[config.mk]
export PLATFORM = sky130hd
export DESIGN_NAME = ps2_device
export DESIGN_NICKNAME = d
export VERILOG_FILES = /design/src/rtl/ps2_device.sv
export SDC_FILE = /design/constraint.sdc
export NUM_CORES = 1
export LEC_CHECK = 0
export CORE_MARGIN = 2
export CORE_UTILIZATION = 55
export CTS_CLUSTER_SIZE = 10
export DETAILED_ROUTE_END_ITERATION = 10
export GPL_ROUTABILITY_DRIVEN = 0
export PLACE_DENSITY = 0.75
export SYNTH_ARGS = -nofsm -noshare
export SYNTH_HDL_FRONTEND = slang
export SYNTH_SLANG_ARGS = --single-unit
[constraint.sdc]
create_clock -name clk -period 5.8 [get_ports clk]
set_input_delay 0.87 -clock clk [delete_from_list [all_inputs] [get_ports clk]]
set_output_delay 0.87 -clock clk [all_outputs]
set_load 0.01 [all_outputs]
[src/rtl/ps2_device.sv]
// PS/2 device-side protocol engine: generates the PS/2 clock, sends device-to-host
// frames from a one-entry pending buffer and receives host-to-device frames with
// the line-level acknowledge. Both lines are open-drain (drive low or release).
// CLK_HALF must be at least 4 so the stop-bit sample lands before frame evaluation.
module ps2_device #(
  parameter int unsigned CLK_HALF = 400,
  parameter int unsigned IDLE_MIN = 600
) (
  input  logic       clk,
  input  logic       rst,
  input  logic       ps2_clk_in,
  input  logic       ps2_data_in,
  output logic       ps2_clk_oe,
  output logic       ps2_data_oe,
  input  logic       tx_valid,
  input  logic [7:0] tx_data,
  output logic       tx_ready,
  output logic       tx_done,
  output logic       rx_valid,
  output logic [7:0] rx_data,
  output logic       rx_error
);

  localparam int unsigned CW = (CLK_HALF > 1) ? $clog2(CLK_HALF) : 1;
  localparam int unsigned IW = $clog2(IDLE_MIN + 1);
  localparam logic [CW-1:0] HALF_LAST = CW'(CLK_HALF - 1);
  localparam logic [CW-1:0] HALF_MID  = CW'(CLK_HALF / 2 - 1);
  localparam logic [CW-1:0] HALF_SAMP = CW'(CLK_HALF / 2);
  localparam logic [IW-1:0] IDLE_MIN_C = IW'(IDLE_MIN);

  typedef enum logic [2:0] {
    S_IDLE, S_TX_SETUP, S_TX_LOW, S_TX_HIGH, S_RX_WAIT, S_RX_LOW, S_RX_HIGH
  } state_t;

  state_t          r_state;
  logic [CW-1:0]   r_cnt;
  logic [3:0]      r_bit;
  logic [IW-1:0]   r_idle_cnt;
  logic            r_pending;
  logic [7:0]      r_tx_byte;
  logic [9:0]      r_rx_bits;
  logic [7:0]      r_rx_data;
  logic            r_clk_oe, r_data_oe;
  logic            r_tx_ready, r_tx_done, r_rx_valid, r_rx_error;
  logic            r_clk_s1, r_clk_s2, r_dat_s1, r_dat_s2;
  logic            r_doe_d1, r_doe_d2;

  logic            w_sclk, w_sdat, w_own_low, w_half_end, w_hs, w_rx_good;
  logic [10:0]     w_frame;

  assign w_sclk     = r_clk_s2;
  assign w_sdat     = r_dat_s2;
  // Our own released data drive is still visible through the synchroniser for two cycles.
  assign w_own_low  = r_doe_d1 | r_doe_d2;
  assign w_half_end = (r_cnt == HALF_LAST);
  assign w_hs       = tx_valid & r_tx_ready;
  assign w_frame    = {1'b1, ~^r_tx_byte, r_tx_byte, 1'b0};
  assign w_rx_good  = r_rx_bits[9] & (^r_rx_bits[8:0]);

  // Two-flop synchronisers for the line inputs plus a history of our data drive.
  always_ff @(posedge clk) begin
    if (rst) begin
      r_clk_s1 <= 1'b1;
      r_clk_s2 <= 1'b1;
      r_dat_s1 <= 1'b1;
      r_dat_s2 <= 1'b1;
      r_doe_d1 <= 1'b0;
      r_doe_d2 <= 1'b0;
    end else begin
      r_clk_s1 <= ps2_clk_in;
      r_clk_s2 <= r_clk_s1;
      r_dat_s1 <= ps2_data_in;
      r_dat_s2 <= r_dat_s1;
      r_doe_d1 <= r_data_oe;
      r_doe_d2 <= r_doe_d1;
    end
  end

  // Protocol FSM: idle qualification, TX/RX bit sequencing, pending buffer and pulses.
  always_ff @(posedge clk) begin
    if (rst) begin
      r_state    <= S_IDLE;
      r_cnt      <= '0;
      r_bit      <= '0;
      r_idle_cnt <= '0;
      r_pending  <= 1'b0;
      r_tx_byte  <= '0;
      r_rx_bits  <= '0;
      r_rx_data  <= '0;
      r_clk_oe   <= 1'b0;
      r_data_oe  <= 1'b0;
      r_tx_ready <= 1'b1;
      r_tx_done  <= 1'b0;
      r_rx_valid <= 1'b0;
      r_rx_error <= 1'b0;
    end else begin
      r_tx_done  <= 1'b0;
      r_rx_valid <= 1'b0;
      r_rx_error <= 1'b0;
      r_idle_cnt <= '0;
      if (w_hs) begin
        r_pending <= 1'b1;
        r_tx_byte <= tx_data;
      end
      case (r_state)
        S_IDLE: begin
          r_clk_oe  <= 1'b0;
          r_data_oe <= 1'b0;
          r_cnt     <= '0;
          r_bit     <= '0;
          if (w_sclk && w_sdat && (r_idle_cnt != IDLE_MIN_C))
            r_idle_cnt <= r_idle_cnt + IW'(1);
          else if (w_sclk && w_sdat)
            r_idle_cnt <= r_idle_cnt;
          if (w_sclk && !w_sdat && !w_own_low) begin
            r_state    <= S_RX_WAIT;
            r_tx_ready <= 1'b0;
          end else if (r_pending && (r_idle_cnt >= IDLE_MIN_C)) begin
            r_state    <= S_TX_SETUP;
            r_data_oe  <= 1'b1;
            r_tx_ready <= 1'b0;
          end else begin
            r_tx_ready <= ~(r_pending | w_hs);
          end
        end
        S_TX_SETUP, S_TX_LOW, S_RX_WAIT, S_RX_LOW: begin
          r_cnt <= r_cnt + CW'(1);
          if (w_half_end) begin
            r_cnt    <= '0;
            r_clk_oe <= (r_state != S_TX_LOW) && (r_state != S_RX_LOW);
            case (r_state)
              S_TX_SETUP: r_state <= S_TX_LOW;
              S_TX_LOW:   r_state <= S_TX_HIGH;
              S_RX_WAIT:  r_state <= S_RX_LOW;
              default:    r_state <= S_RX_HIGH;
            endcase
          end
        end
        S_TX_HIGH: begin
          r_cnt <= r_cnt + CW'(1);
          if ((r_cnt == HALF_MID) && (r_bit != 4'd10))
            r_data_oe <= ~w_frame[r_bit + 4'd1];
          if (w_half_end) begin
            r_cnt <= '0;
            if (r_bit == 4'd10) begin
              r_state    <= S_IDLE;
              r_data_oe  <= 1'b0;
              r_pending  <= 1'b0;
              r_tx_done  <= 1'b1;
              r_tx_ready <= 1'b1;
            end else if (!w_sclk) begin
              // Host inhibit: abandon the frame, keep the byte for a full resend.
              r_state   <= S_IDLE;
              r_clk_oe  <= 1'b0;
              r_data_oe <= 1'b0;
            end else begin
              r_bit    <= r_bit + 4'd1;
              r_state  <= S_TX_LOW;
              r_clk_oe <= 1'b1;
            end
          end
        end
        S_RX_HIGH: begin
          r_cnt <= r_cnt + CW'(1);
          if ((r_cnt == HALF_SAMP) && (r_bit != 4'd10))
            r_rx_bits[r_bit] <= w_sdat;
          if (w_half_end) begin
            r_cnt <= '0;
            if (!w_sclk || (r_bit == 4'd10)) begin
              r_state    <= S_IDLE;
              r_data_oe  <= 1'b0;
              r_tx_ready <= ~r_pending;
              if (w_sclk && w_rx_good) begin
                r_rx_valid <= 1'b1;
                r_rx_data  <= r_rx_bits[7:0];
              end else if (w_sclk) begin
                r_rx_error <= 1'b1;
              end
            end else begin
              r_bit    <= r_bit + 4'd1;
              r_state  <= S_RX_LOW;
              r_clk_oe <= 1'b1;
              if (r_bit == 4'd9)
                r_data_oe <= w_rx_good;
            end
          end
        end
        default: r_state <= S_IDLE;
      endcase
    end
  end

  assign ps2_clk_oe  = r_clk_oe;
  assign ps2_data_oe = r_data_oe;
  assign tx_ready    = r_tx_ready;
  assign tx_done     = r_tx_done;
  assign rx_valid    = r_rx_valid;
  assign rx_data     = r_rx_data;
  assign rx_error    = r_rx_error;

endmodule

* After elaboration in Yosys (flattened, before gate mapping)
Index checks and enable logic that the tools add are counted.
W data, S select, Z words.
** Word-level totals
- Output and inout port bits :: 14
- Bits in registers :: 65
- Word-level logic and storage cells :: 153
- Input port bits :: 13
** Operators by class
- Bitwise logic cells :: 12
- Add/sub/neg operators :: 3
- $lt $le $gt $ge :: 4
- Reduce and logical (&&, ||, !) cells :: 33
- Equal/unequal tests :: 26
- Muxes and demuxes :: 55
** Operator list (number)
- $mux W1 :: 29
- $mux W10 :: 2
- $mux W4 :: 5
- $eq A9 B8 Y1 const B :: 2
- $mux W3 :: 6
- $pmux W9 S2 :: 1
- $ne A2 B2 Y1 const B :: 8
- $pmux W3 S4 :: 1
- $pmux W4 S3 :: 1
- $reduce_and A6 Y1 :: 2
- $add A10 B1 Y10 const B :: 1
- $bwmux W10 :: 1
- $ge A10 B10 Y1 const B :: 1
- $logic_and A1 B1 Y1 :: 10
- $lt A4 B5 Y1 const B :: 2
- $ne A10 B10 Y1 const B :: 1
- $add A9 B1 Y9 const B :: 1
- $eq A3 B3 Y1 const B :: 3
- $eq A9 B9 Y1 const B :: 1
- $mux W9 :: 1
- $ne A3 B3 Y1 const B :: 3
- $pmux W3 S3 :: 1
- $reduce_xor A9 Y1 :: 1
- $eq A4 B4 Y1 const B :: 2
- other kinds (31) :: 47

* Depth between registers and ports, before layout
- Word-level depth :: 9
- Depth in mapped cells :: 9

* Worst setup path before layout
OpenSTA, ideal clock, no wires.
- Path type :: register to register
- Start point :: reg r_bit[0]
- End point :: reg r_rx_bits[4]
- Data arrival time :: 2047 ps
- Clock period less this slack :: 2179 ps
- Setup slack :: 3621 ps
- Data required time :: 5668 ps
- Library setup time :: 132 ps
- Path buffers :: 0
- Stages on the path, launching flop included :: 8
- Cells stage by stage :: dfxtp_1 > inv_1 > ha_1 > nand3b_1 > nand4_1 > or4b_2 > o21ai_0 > a21oi_1
** Between the ends
- Word-level cells in the longest chain between the ends :: 5
- Elaborated cells on any way between the ends :: 9
- Classes of those cells :: 2 x order compare; 1 x eq/ne; 3 x mux; 3 x reduce/logical
** Ends and longest elaborated chain
- start: declaration :: line 37 : logic [3:0] r_bit;
- start signal: assignment :: line 157 : r_bit <= r_bit + 4'd1;
- start signal: assignment :: line 180 : r_bit <= r_bit + 4'd1;
- $lt A4 B5 Y1 (not written as such) or $ge A4 B1 Y1 (tied branches) :: line 166 : r_rx_bits[r_bit] <= w_sdat;
- $logic_and A1 B1 Y1 (not written as such) :: line 166
- $mux W1 (not written as such) :: line 166
- $demux W1 S4 :: line 166
- $bwmux W10 :: line 166
- end signal: indexed assignment :: line 166
- end: declaration :: line 41 : logic [9:0] r_rx_bits;
Parallel ways exist; a longest one is shown, timed or not.
A chain may end at the register's enable or synchronous reset.

* Worst setup path in the final report
- Start point :: reg r_bit[0]
- End point :: reg r_rx_data[6] (netlist: rx_data[6])
** Between the ends
- Word-level cells in the longest chain between the ends :: 3
** Ends and longest elaborated chain
- $eq A4 B4 Y1 :: line 169 : if (!w_sclk || (r_bit == 4'd10)) begin
- $logic_or A1 B1 Y1 :: line 169
- $reduce_and A4 Y1 (no line)
- end signal: assignment :: line 175 : r_rx_data <= r_rx_bits[7:0];
- end: declaration :: line 42 : logic [7:0] r_rx_data;
Every way passes these cells.

==> summary.md <==
| Metric | Value |
|---|---|
| Number of nets still failing antenna checks after routing | `0` |
| Pin slew with the least headroom to its limit | `roughly 0.84 ns` |
| Static power due to leakage | `approximately 1.3 nW` |
| Final Non-Filler Cells | `a little under 500` |
| Std-Cell Core Area | `just under 6000 um^2` |
| Post-CTS Hold Fix Bufs | `0` |
| RSZ-0062 raised after global routing | `false` |
| Required time of the worst setup path | `approximately 6 ns` |
| Antenna violations before repair | `0` |
| Critical path arrival | `just under 3 ns` |
| Average vias per placed instance | `5.70` |
| Largest net degree at the start of global routing | `26` |
| Largest cells by area after synthesis | `sky130_fd_sc_hd__dfxtp_1, sky130_fd_sc_hd__a21oi_1, sky130_fd_sc_hd__o21ai_0` |
| Layout cell share with drive strength beyond 1 | `9.07%` |
| Fraction of registers with async set or reset after synthesis | `0%` |
| Final-report setup violation count | `0` |
| Die height | `81.9 um` |
| Final-layout setup total negative slack | `0 ns` |
| Cell type contributing the most total cell area after synthesis | `sky130_fd_sc_hd__dfxtp_1` |
| Synthesized netlist cell count | `between 300 and 400` |
| Hold Crit Start | `r_dat_s1` |
| Part of the cycle the worst path needs | `approximately 46%` |
| Highest-count cells in the layout ignoring fill and taps | `sky130_fd_sc_hd__dfxtp_1, sky130_fd_sc_hd__nor2_1, sky130_fd_sc_hd__a21oi_1` |
| Maximum Capacitance Violations | `0` |
| Clock Skews | `0.00548 ns` |
| CTS clock-pin slew for the worst setup and hold paths | `approximately 0.07 ns` |
| Syn Area/Cell | `8.40 um^2` |
| Number of buffers added on ports | `26` |
| Number of setup buffers added after CTS | `0` |
| Number of placed instances, taps included | `~480` |
| Yosys warnings | `0` |
| Num CTS Buffers | `9` |
| Max_slew headroom | `a little over two fifths` |
| Final number of hold-violating endpoints | `0` |
| Detailed-routing iteration count for the pre-antenna-repair pass | `4` |
| Largest fanout on the critical path | `16` |
| Launching instance or port of the critical path | `r_bit[0]` |
| Top sig layer | `met4` |
| Root buffer cell | `sky130_fd_sc_hd__clkbuf_8` |
| Final worst slack | `approximately 3.1 ns` |
| Most common flop cell mapped by yosys | `sky130_fd_sc_hd__dfxtp_1` |
| Commonest non-fill, non-tap cell in the layout | `sky130_fd_sc_hd__dfxtp_1` |
| Final std cell area, no fill | `roughly 3800 um^2` |
| Global route overflow | `0` |
| Area of placed instances | `~3600 um^2` |
| Shortest period the worst path allows | `about 2.7 ns` |
| Row count | `28` |
| Total wire length after detailed routing | `7060 um` |
| Via count | `2,815` |
| First DRT Iteration DRCs | `approximately 210` |
| X dimension of the die | `slightly above 80 um` |
| Worst IR drop on VDD | `approximately 150 uV` |
| Overall fraction of global-route tracks in use | `between 20% and 30%` |
| Distinct cell type count after synthesis | `54` |
| R2R depth | `7` |
| Antenna diode count | `0` |
| Clock insertion delay at the later pin of the skew report | `0.35 ns` |
| Met1 routed wirelength after detailed routing | `roughly 3500 um` |
| Pwr Density | `between 200 and 250 nW/um^2` |
| H-tree depth | `3` |
| Sequential share of the synthesized area | `39.0%` |
| Worst slack after detailed placement | `3.11 ns` |
| Die Outline Area | `about 6700 um^2` |
| Count of pins on the block boundary | `27` |
| Cell area after synthesis | `about 3300 um^2` |
| Portion of synthesized cell area occupied by the leading cell type | `39.0%` |
| # resized after CTS | `0` |
| Number of sinks on the clock net | `65` |
| First-pass GRT wire length | `11,800 um` |
| Syn-to-layout area delta | `13.0%` |
| Half-perimeter wire length of the detailed placement result | `5000 um` |
| Path class of the lowest-slack min-delay path | `register to register` |
| Via count of the first global-routing pass | `approximately 2,500` |
| Hold depth | `1` |
| Outcome | `finished clean` |
| Number of flops mapped to enable cells by yosys | `0` |
| Reg2Reg Launch Point | `r_bit[0]` |
| Critical Path Start Type | `register` |
| Routed met3 length | `between 200 and 300 um` |
| TritonCTS clock tree | `built` |
| Effective utilization at floorplan | `between 50% and 60%` |
| Max Freq | `between 300 and 400 MHz` |
| Clock buffer depth | `2` |
| Start-to-end type of the worst setup path | `register to register` |
| Amount of wire on met2 after detailed routing | `around 3200 um` |
| Number of synthesized register bits | `65` |
| Overall Power | `approximately 0.92 mW` |
| Syn Nets | `approximately 420` |
| Slew Limit Fails | `0` |
| Critical path capture point type | `register` |
| Mean routed wirelength per cell | `14.3 um` |
| Net count reported at finish | `435` |
| Remaining DRCs | `0` |
## synthesized netlist by cell type, types with 2 or more instances
cell type                   number
sky130_fd_sc_hd__a2111oi_0       2
sky130_fd_sc_hd__or3b_2          6
sky130_fd_sc_hd__clkbuf_1       14
sky130_fd_sc_hd__and3b_1         3
sky130_fd_sc_hd__and2_1          6
sky130_fd_sc_hd__buf_2           3
sky130_fd_sc_hd__ha_1            8
sky130_fd_sc_hd__nand3b_1        3
sky130_fd_sc_hd__nand4_1        10
sky130_fd_sc_hd__a21boi_0        2
sky130_fd_sc_hd__buf_1           2
sky130_fd_sc_hd__nand3_1        22
sky130_fd_sc_hd__a31oi_1         5
sky130_fd_sc_hd__xor2_1         12
sky130_fd_sc_hd__or2_2           5
sky130_fd_sc_hd__o221ai_1        2
sky130_fd_sc_hd__or4b_2          2
sky130_fd_sc_hd__a211oi_1        2
sky130_fd_sc_hd__inv_1          17
sky130_fd_sc_hd__o21ai_0        33
sky130_fd_sc_hd__mux2_2          2
sky130_fd_sc_hd__or3b_1          2
sky130_fd_sc_hd__nand2b_1        2
sky130_fd_sc_hd__nor2_1         37
sky130_fd_sc_hd__nor2b_1         2
sky130_fd_sc_hd__nor4_1          6
sky130_fd_sc_hd__mux2i_1         6
sky130_fd_sc_hd__and4b_1         3
sky130_fd_sc_hd__o21a_1          2
sky130_fd_sc_hd__nor3_1          8
sky130_fd_sc_hd__a21oi_1        36
sky130_fd_sc_hd__or3_1           2
sky130_fd_sc_hd__nand2_1        29
sky130_fd_sc_hd__xnor2_1        15
sky130_fd_sc_hd__or4_1           2
sky130_fd_sc_hd__a31o_2          2
sky130_fd_sc_hd__dfxtp_1        65
## cells by family (layout without fill, tap and decap cells)
| logic type | after synthesis | count (layout) | synth area share, % |
|---|---|---|---|
| simple gates | 158 | 158 | 26.5 |
| compound gates | 90 | 90 | 15.2 |
| flops | 65 | 65 | 39.0 |
| buf+inv | 38 | 60 | 4.65 |
| xor+xnor | 29 | 29 | 8.51 |
| mux | 9 | 9 | 3.15 |
| fa+ha+maj | 8 | 8 | 3.00 |
## path summary, 6_finish.rpt
| kind | end | slack (ns) |
|---|---|---|
| setup reg to reg | rx_data[6] | 3.13 |
| setup / recovery | rx_data[6] | 3.13 |
| hold / removal | r_dat_s2 | 0.41 |
| hold reg to reg | r_dat_s2 | 0.41 |
## critical path, stage by stage (launching register included)
cell and delay [ns]:
sky130_fd_sc_hd__dfxtp_1 0.41, sky130_fd_sc_hd__inv_1 0.16, sky130_fd_sc_hd__ha_1 0.28, sky130_fd_sc_hd__and3b_1 0.39
sky130_fd_sc_hd__nand4_1 0.27, sky130_fd_sc_hd__nor4b_4 0.70, sky130_fd_sc_hd__o21ai_0 0.21, sky130_fd_sc_hd__a21oi_1 0.19
## final cells by class
type                       count  area [um^2]
clock buffer                  10          128
clock inverter                 6         35.0
fill                         519         2120
inverter                      17         63.8
multi-input combinational    294         1880
sequential                    65         1300
tap                           75         93.8
timing repair buffer          27          268
## metrics by stage
stage / hold WS, ns / utilization, %
final: 0.411 / 64.0
after global routing: 0.424 / 64.0
after CTS: 0.411 / 64.0
after detailed placement: 0.398 / 61.3
after global placement: 0.394 / 61.3
after floorplan: 0.389 / -
## state kept, by name (all words and copies together) (netlist names), 3 cells and up
name and count:
r_bit 4, rx_data 8, r_rx_bits 10, r_state 3, r_tx_byte 8, r_idle_cnt 10, r_cnt 9
## routing by layer
metal  track usage [%]  vias to the layer above
li1                  -                     1442
met1              31.2                     1311
met5                 0                        -
met4              7.50                        0
met2              35.1                       49
met3              5.93                       13
## where the power goes
part           switching (mW)  internal (mW)  total (mW)
Clock                   0.178          0.152       0.329
Combinational          0.0529         0.0513       0.104
Sequential             0.0219          0.462       0.484
Total                   0.252          0.665       0.918
(Power assumes the default switching activity.)
